==> src/rtl/vga_sync_gen.sv <==
// vga_sync_gen: 640x480@60 Hz VGA timing generator.
// Produces active-low hsync/vsync, videoon, a pixel-rate tick and the
// current pixel coordinates. Every output is registered and is computed
// from the next-state counter values, so all outputs describe the same
// pixel as pixelx/pixely with no skew between them.
// Optional feature: define VGA_SYNC_FRAMETICK_EN to add a one-clk
// frametick pulse on the edge where the counters wrap to (0,0).
module vga_sync_gen #(
    parameter int HD  = 640,
    parameter int HF  = 16,
    parameter int HR  = 96,
    parameter int HB  = 48,
    parameter int VD  = 480,
    parameter int VF  = 10,
    parameter int VR  = 2,
    parameter int VB  = 33,
    parameter int DIV = 2
) (
    input  logic       clk,
    input  logic       resetn,
    output logic       hsync,
    output logic       vsync,
    output logic       videoon,
    output logic       ptick,
`ifdef VGA_SYNC_FRAMETICK_EN
    output logic       frametick,
`endif
    output logic [9:0] pixelx,
    output logic [9:0] pixely
);

    localparam int HT = HD + HF + HR + HB;
    localparam int VT = VD + VF + VR + VB;

    localparam logic [9:0] H_LAST     = 10'(HT - 1);
    localparam logic [9:0] V_LAST     = 10'(VT - 1);
    localparam logic [9:0] H_DISP     = 10'(HD);
    localparam logic [9:0] V_DISP     = 10'(VD);
    localparam logic [9:0] HSYNC_FIRST = 10'(HD + HF);
    localparam logic [9:0] HSYNC_LAST  = 10'(HD + HF + HR - 1);
    localparam logic [9:0] VSYNC_FIRST = 10'(VD + VF);
    localparam logic [9:0] VSYNC_LAST  = 10'(VD + VF + VR - 1);
    localparam logic [3:0] DIV_LAST    = 4'(DIV - 1);

    // Counters are 10 bits wide and the divider is 4 bits wide, so
    // timings that do not fit are rejected at elaboration.
    if (HT > 1024 || VT > 1024 || DIV < 1 || DIV > 16 ||
        HD < 1 || HR < 1 || VD < 1 || VR < 1) begin : g_bad_params
        $error("vga_sync_gen: illegal timing parameters");
    end

    logic [3:0] div_cnt;
    logic [9:0] x_next;
    logic [9:0] y_next;
    logic       frame_wrap;

    // Clock divider: ptick is high for the clk cycle after the divider
    // reaches its last count, giving one pulse per pixel period.
    always_ff @(posedge clk or negedge resetn) begin
        if (!resetn) begin
            div_cnt <= 4'd0;
            ptick   <= 1'b0;
        end else begin
            ptick <= (div_cnt == DIV_LAST);
            if (div_cnt == DIV_LAST) begin
                div_cnt <= 4'd0;
            end else begin
                div_cnt <= div_cnt + 4'd1;
            end
        end
    end

    // Next-state coordinates: advance one pixel per ptick, carrying into
    // the row counter at end of line and wrapping both at end of frame.
    always_comb begin
        x_next     = pixelx;
        y_next     = pixely;
        frame_wrap = 1'b0;
        if (ptick) begin
            if (pixelx == H_LAST) begin
                x_next = 10'd0;
                if (pixely == V_LAST) begin
                    y_next     = 10'd0;
                    frame_wrap = 1'b1;
                end else begin
                    y_next = pixely + 10'd1;
                end
            end else begin
                x_next = pixelx + 10'd1;
            end
        end
    end

    // Register coordinates and derive sync/blanking from the same
    // next-state values so everything changes on one edge together.
    always_ff @(posedge clk or negedge resetn) begin
        if (!resetn) begin
            pixelx  <= 10'd0;
            pixely  <= 10'd0;
            hsync   <= 1'b1;
            vsync   <= 1'b1;
            videoon <= 1'b0;
        end else begin
            pixelx  <= x_next;
            pixely  <= y_next;
            hsync   <= !((x_next >= HSYNC_FIRST) && (x_next <= HSYNC_LAST));
            vsync   <= !((y_next >= VSYNC_FIRST) && (y_next <= VSYNC_LAST));
            videoon <= (x_next < H_DISP) && (y_next < V_DISP);
        end
    end

`ifdef VGA_SYNC_FRAMETICK_EN
    // Frame tick: one-clk pulse on the edge that returns to (0,0).
    always_ff @(posedge clk or negedge resetn) begin
        if (!resetn) begin
            frametick <= 1'b0;
        end else begin
            frametick <= frame_wrap;
        end
    end
`else
    logic frame_wrap_unused;
    assign frame_wrap_unused = frame_wrap;
`endif

endmodule

==> config.mk <==
export PLATFORM = sky130hd
export DESIGN_NAME = vga_sync_gen
export DESIGN_NICKNAME = d
export VERILOG_FILES = /design/src/rtl/vga_sync_gen.sv
export SDC_FILE = /design/constraint.sdc
export NUM_CORES = 1
export LEC_CHECK = 0
export ABC_AREA = 1
export ABC_CLOCK_PERIOD_IN_PS = 1700
export BUFFER_PORTS_ARGS = -buffer_cell sky130_fd_sc_hd__buf_2
export CAP_MARGIN = 20
export CORE_MARGIN = 2
export CORE_UTILIZATION = 45
export CTS_CLUSTER_SIZE = 24
export DETAILED_ROUTE_END_ITERATION = 10
export PLACE_DENSITY = 0.71
export SYNTH_ARGS = -nofsm -noshare
export SYNTH_HDL_FRONTEND = slang
export SYNTH_SLANG_ARGS = --single-unit
==> constraint.sdc <==
create_clock -name clk -period 1.7 [get_ports clk]
set_input_delay 0.255 -clock clk [delete_from_list [all_inputs] [get_ports clk]]
set_output_delay 0.255 -clock clk [all_outputs]
set_load 0.02 [all_outputs]
== Word-level counts from Yosys, hierarchy flattened ==
Cells that the tools add are included.
W data, S select, Z words.
Word-level totals
  register bits: 28
  input bits: 2
  output and inout port bits: 24
  word-level logic and storage cells: 30
Operators by class
  add/sub/neg operators: 3
  $lt $le $gt $ge: 6
  eq/ne operators: 3
  mux-type cells: 6
  reductions and logical operators: 5
Operator list (count)
  $mux W10: 5
  $add A10 B1 Y10 const B: 2
  $eq A10 B10 Y1 const B: 2
  $ge A10 B10 Y1 const B: 1
  $ge A10 B9 Y1 const B: 1
  $le A10 B10 Y1 const B: 1
  $le A10 B9 Y1 const B: 1
  $lt A10 B10 Y1 const B: 1
  $lt A10 B9 Y1 const B: 1
  $add A4 B1 Y4 const B: 1
  $eq A4 B1 Y1 const B: 1
  $mux W4: 1
  $logic_and A1 B1 Y1: 3
  $logic_not A1 Y1: 2

== Longest topological paths before layout ==
  depth in word-level cells: 7
  depth in mapped cells: 14
  depth with buffers taken out: 14

== Least setup slack after synthesis ==
Ideal clock, no wire load.
  kind: flip-flop to flip-flop
  from: reg pixelx[0]
  to: reg videoon
  library setup time: 0.113 ns
  arrival time: 1.624 ns
  data required time: 1.587 ns
  slack: -0.037 ns
  cell stages (with the launch flop): 13
  path buffers: 0
  period minus slack after synthesis: 1.737 ns
  cells stage by stage: dfrtp_1 > ha_1 > nand2_1 > nor2_4 > nand2_4 > nor2_8 > nand3_2 > nand2_2 > inv_2 > nor2_4 > nand4_1 > nand2_1 > inv_1
Between the ends
  longest elaborated chain between the ends: 5
  elaborated cells on any way between the ends: 9
  classes of those cells: 1 x add/sub; 2 x order compare; 1 x eq/ne; 4 x mux; 1 x reduce/logical
RTL lines
  start: declaration: RTL line 28  | output logic [9:0] pixelx,
  start signal: assignment: RTL line 104  | pixelx <= x_next;
  $eq A10 B10 Y1: RTL line 80  | if (pixelx == H_LAST) begin
  $mux W10: RTL line 80
  $mux W10: RTL line 79  | if (ptick) begin
  net y_next[6]: RTL line 54  | logic [9:0] y_next;
  $lt A10 B9 Y1: RTL line 108  | videoon <= (x_next < H_DISP) && (y_next < V_DISP);
  $logic_and A1 B1 Y1: RTL line 108
  end signal: assignment: RTL line 108
  end: declaration: RTL line 23  | output logic videoon,
The timed path passes the listed nets, and every way through them passes these cells.

== Final worst setup path ==
  from: reg pixely[1]
  to: reg videoon
Between the ends
  longest elaborated chain between the ends: 6
  elaborated cells on any way between the ends: 7
  classes of those cells: 1 x add/sub; 1 x order compare; 1 x eq/ne; 3 x mux; 1 x reduce/logical
RTL lines
  start: declaration: RTL line 29  | output logic [9:0] pixely
  start signal: assignment: RTL line 105  | pixely <= y_next;
  $add A10 B1 Y10 or $eq A10 B10 Y1 (tied branches): RTL line 86, 82
  $mux W10 *: RTL line 82  | if (pixely == V_LAST) begin
  $mux W10 *: RTL line 80
  $mux W10 *: RTL line 79
  net y_next[8]: RTL line 54
  $lt A10 B9 Y1 *: RTL line 108
  $logic_and A1 B1 Y1 *: RTL line 108
The timed path passes the listed nets; every way through them passes the cells marked *.

==> results.ini <==
[drt]
drt_iter0_markers=108
viasPerCell=4.88
drc_errors=0
vias=1631
firstDrtPassIters=4
routed_wirelength_um=4180
detail_route.wl_per_cell_um=12.5
ant_nets=0

[grt]
antenna_found_initial=0
grt_first_pass_wirelength_um=6720
grt_pass1_vias=1511
grt_usage_pct=19.8
overflow=0
grt_max_degree=29

[timing]
rsz0062_at_grt=true
hold_viol_final=26
tightest_slew_ns=0.630
whs_ns=-0.0116
report.final.slew_viol_count=0
finalSetupViolCount=0
fmax_ghz=0.596
maxSlewHeadroom_pct=58.0
fin_crit_sh_pct=98.7
min_period_ns=1.68
fin_skew_ns=0.00663

[logic_synthesis]
yosys_warnings=0
synth_fa_ha_area_share_pct=2.18
yosysTopAreaCellShare_pct=37.7
muxShareOfSynthArea_pct=0
synth_top_area_cell=dfrtp_1
synth.net_count=236
synthCells=231
synth_top_cells_by_area=dfrtp_1 (38%), nand2_1 (12%), inv_1 (7.4%)
synth_compound_area_share_pct=4.93
avgSynthCellArea_sq_um=7.46
synth-simple-area-share_pct=39.8
synth_area_sq_um=1720
ys_seq_area_share_pct=40.8
ys_seq_elements=28
ys_types=31
synth_xor_area_share_pct=2.03
synth_top_family_by_area=simple AND/OR/NAND/NOR gates

[setup_path]
crit_path_top_delay_cell=dfrtp_1
crit_path_max_incr_delay_ns=0.43
cpLargestDelayFamily=simple AND/OR/NAND/NOR gates
endpoint_kind=flop
worst-path-buf-inv=2
path_cells=ha_2 -> inv_1 -> nor3_2 -> nand3_1 -> nor2_1 -> nand2_1 -> nand2_1 -> nand4_1 -> nand2_1 -> inv_1
worstPathArrival_ns=1.85
critical_path_required_ns=1.87
crit_top_cell=nand2_1
crit_type=reg2reg
cp_max_fo=5
worst_setup_path_start_kind=flop

[layout]
fin_area_sq_um=2260
final_cell_count_no_fill=334
fin_nets=292
drive_gt1_share_pct=38.5
antenna_cells=0
area_growth_pct=31.1

[floorplanning]
die-height_um=65.9
initial_utilization_pct=47.1
die_w_um=65.9
coreArea_sq_um=3660
dieArea_sq_um=4340
rows=22
ioPinCount=26

[placement]
port_buffers=25
dp.cells=321
routabilityCongestion=0.862
hpwlAfterDp_um=2990
place_area_sq_um=2040

[power_and_ir_drop]
leakage_nw=1.22
peakVddDrop_mv=0.584
finalPower_mw=1.09
power_density_nw_per_um2=484

[clock_network]
cts_buffer_depth=2
cts_root_buf=clkbuf_8
cts_sinks=28
cts_tree=built
cts_buffers=3
h-tree-depth=1
clk_latency_ns=0.27
clkTransAtPathRegs_ns=0.10

[flow_run]
max_cap_violations=0

[worst_hold_path]
hold_class=in2async

[status]
violations=negative hold slack
status=complete, but fails checks

-- power by group --
group	switching, mW	internal, mW
clock network	0.208	0.207
logic	0.0126	0.000824
registers	0	0.666
-- kinds of logic (layout without fill, tap and decap cells) --
| kind of cell | Yosys count | in the layout |
|---|---|---|
| flops | 28 | 28 |
| xor+xnor | 4 | 4 |
| simple gates | 134 | 134 |
| buf+inv | 46 | 101 |
| fa+ha+maj | 3 | 3 |
| compound gates | 16 | 16 |
-- registers in the layout, indices dropped and copies added (netlist names) --
signal,cells
pixely,10
hsync,1
videoon,1
div_cnt,4
pixelx,10
ptick,1
vsync,1
-- cell type report --
class,instances,area (sq um)
clock buffer,4,55.1
fill,308,1400
inverter,45,171
multi-input combinational,157,932
sequential,28,706
tap,48,60.1
timing repair buffer,52,335
-- cells in the mapped netlist --
| cell | instances |
|---|---|
| nand3_1 | 20 |
| or2_2 | 1 |
| nand2_2 | 3 |
| o21ai_0 | 3 |
| o21bai_1 | 1 |
| nor2_4 | 5 |
| nor3_2 | 1 |
| and3_1 | 1 |
| and2_1 | 1 |
| xnor2_1 | 1 |
| ha_1 | 3 |
| nand2_1 | 57 |
| inv_1 | 34 |
| nor2_2 | 1 |
| a21oi_1 | 4 |
| dfstp_2 | 2 |
| xor2_1 | 3 |
| o21ai_1 | 6 |
| nand2_4 | 2 |
| inv_2 | 10 |
| dfrtp_1 | 26 |
| nor3_4 | 1 |
| nor2_8 | 1 |
| nor2_1 | 25 |
| nand3_2 | 5 |
| buf_2 | 1 |
| a31oi_1 | 2 |
| or2_0 | 1 |
| nand4_1 | 7 |
| inv_4 | 1 |
| nor3_1 | 2 |
-- layer usage --
layer  share of wire, %  up-vias  global-route usage (%)
li1                   -      828                       -
met1                 49      761                    28.9
met2                 46       38                    29.5
met3                4.1        4                    2.21
met4                1.1        0                    8.33
met5                  0        -                       0
-- worst paths after layout --
path,startpoint,end,slack (ns),depth (start not counted)
worst max-delay path,pixely[1],videoon,0.02,10
worst min-delay path,resetn,pixelx[6],-0.01,1
worst max register to register,pixely[1],videoon,0.02,10
worst min register to register,div_cnt[3],div_cnt[3],0.46,1
max in group asynchronous,resetn,pixelx[0],1.27,1
min in group clk,div_cnt[3],div_cnt[3],0.46,1
-- repair_timing --
item                                   CTS  global route
setup endpoints to repair                2             4
gates cloned                             0             0
hold buffers                             0             0
pin swaps                                1             9
buffers inserted                         0             9
resized for setup                        1            26
endpoints found under the hold margin    0             0
-- through the flow --
stage	setup WS, ns	utilization, %	setup TNS (ns)
floorplan	0.0181	-	0
global placement	0.00454	55.8	0
detailed placement	-0.00532	55.8	-0.00532
CTS	0.00703	57.4	0
global route	-0.0982	61.7	-0.208
finish	0.0216	61.7	0
-- cells in the final DEF (no fill, tap or decap), types with 2 or more instances in the layout --
master / netlist / final
nand2_4: 2 / 2
nand2_2: 3 / 6
clkbuf_8: 0 / 4
buf_2: 1 / 25
nand2_1: 57 / 54
o21ai_0: 3 / 3
nand3_4: 0 / 2
dfstp_2: 2 / 2
o21ai_1: 6 / 4
nand3_1: 20 / 16
inv_2: 10 / 11
xor2_1: 3 / 3
inv_1: 34 / 33
ha_2: 0 / 2
a21oi_1: 4 / 4
a31oi_1: 2 / 2
o21ai_2: 0 / 2
dfrtp_1: 26 / 24
nor3_1: 2 / 2
nor2_2: 1 / 6
buf_6: 0 / 2
dfrtp_2: 0 / 2
nor2_4: 5 / 6
nand4_1: 7 / 7
buf_4: 0 / 25
nor2_1: 25 / 19
nand3_2: 5 / 7
No activity file was read; power rests on OpenSTA's default activity.
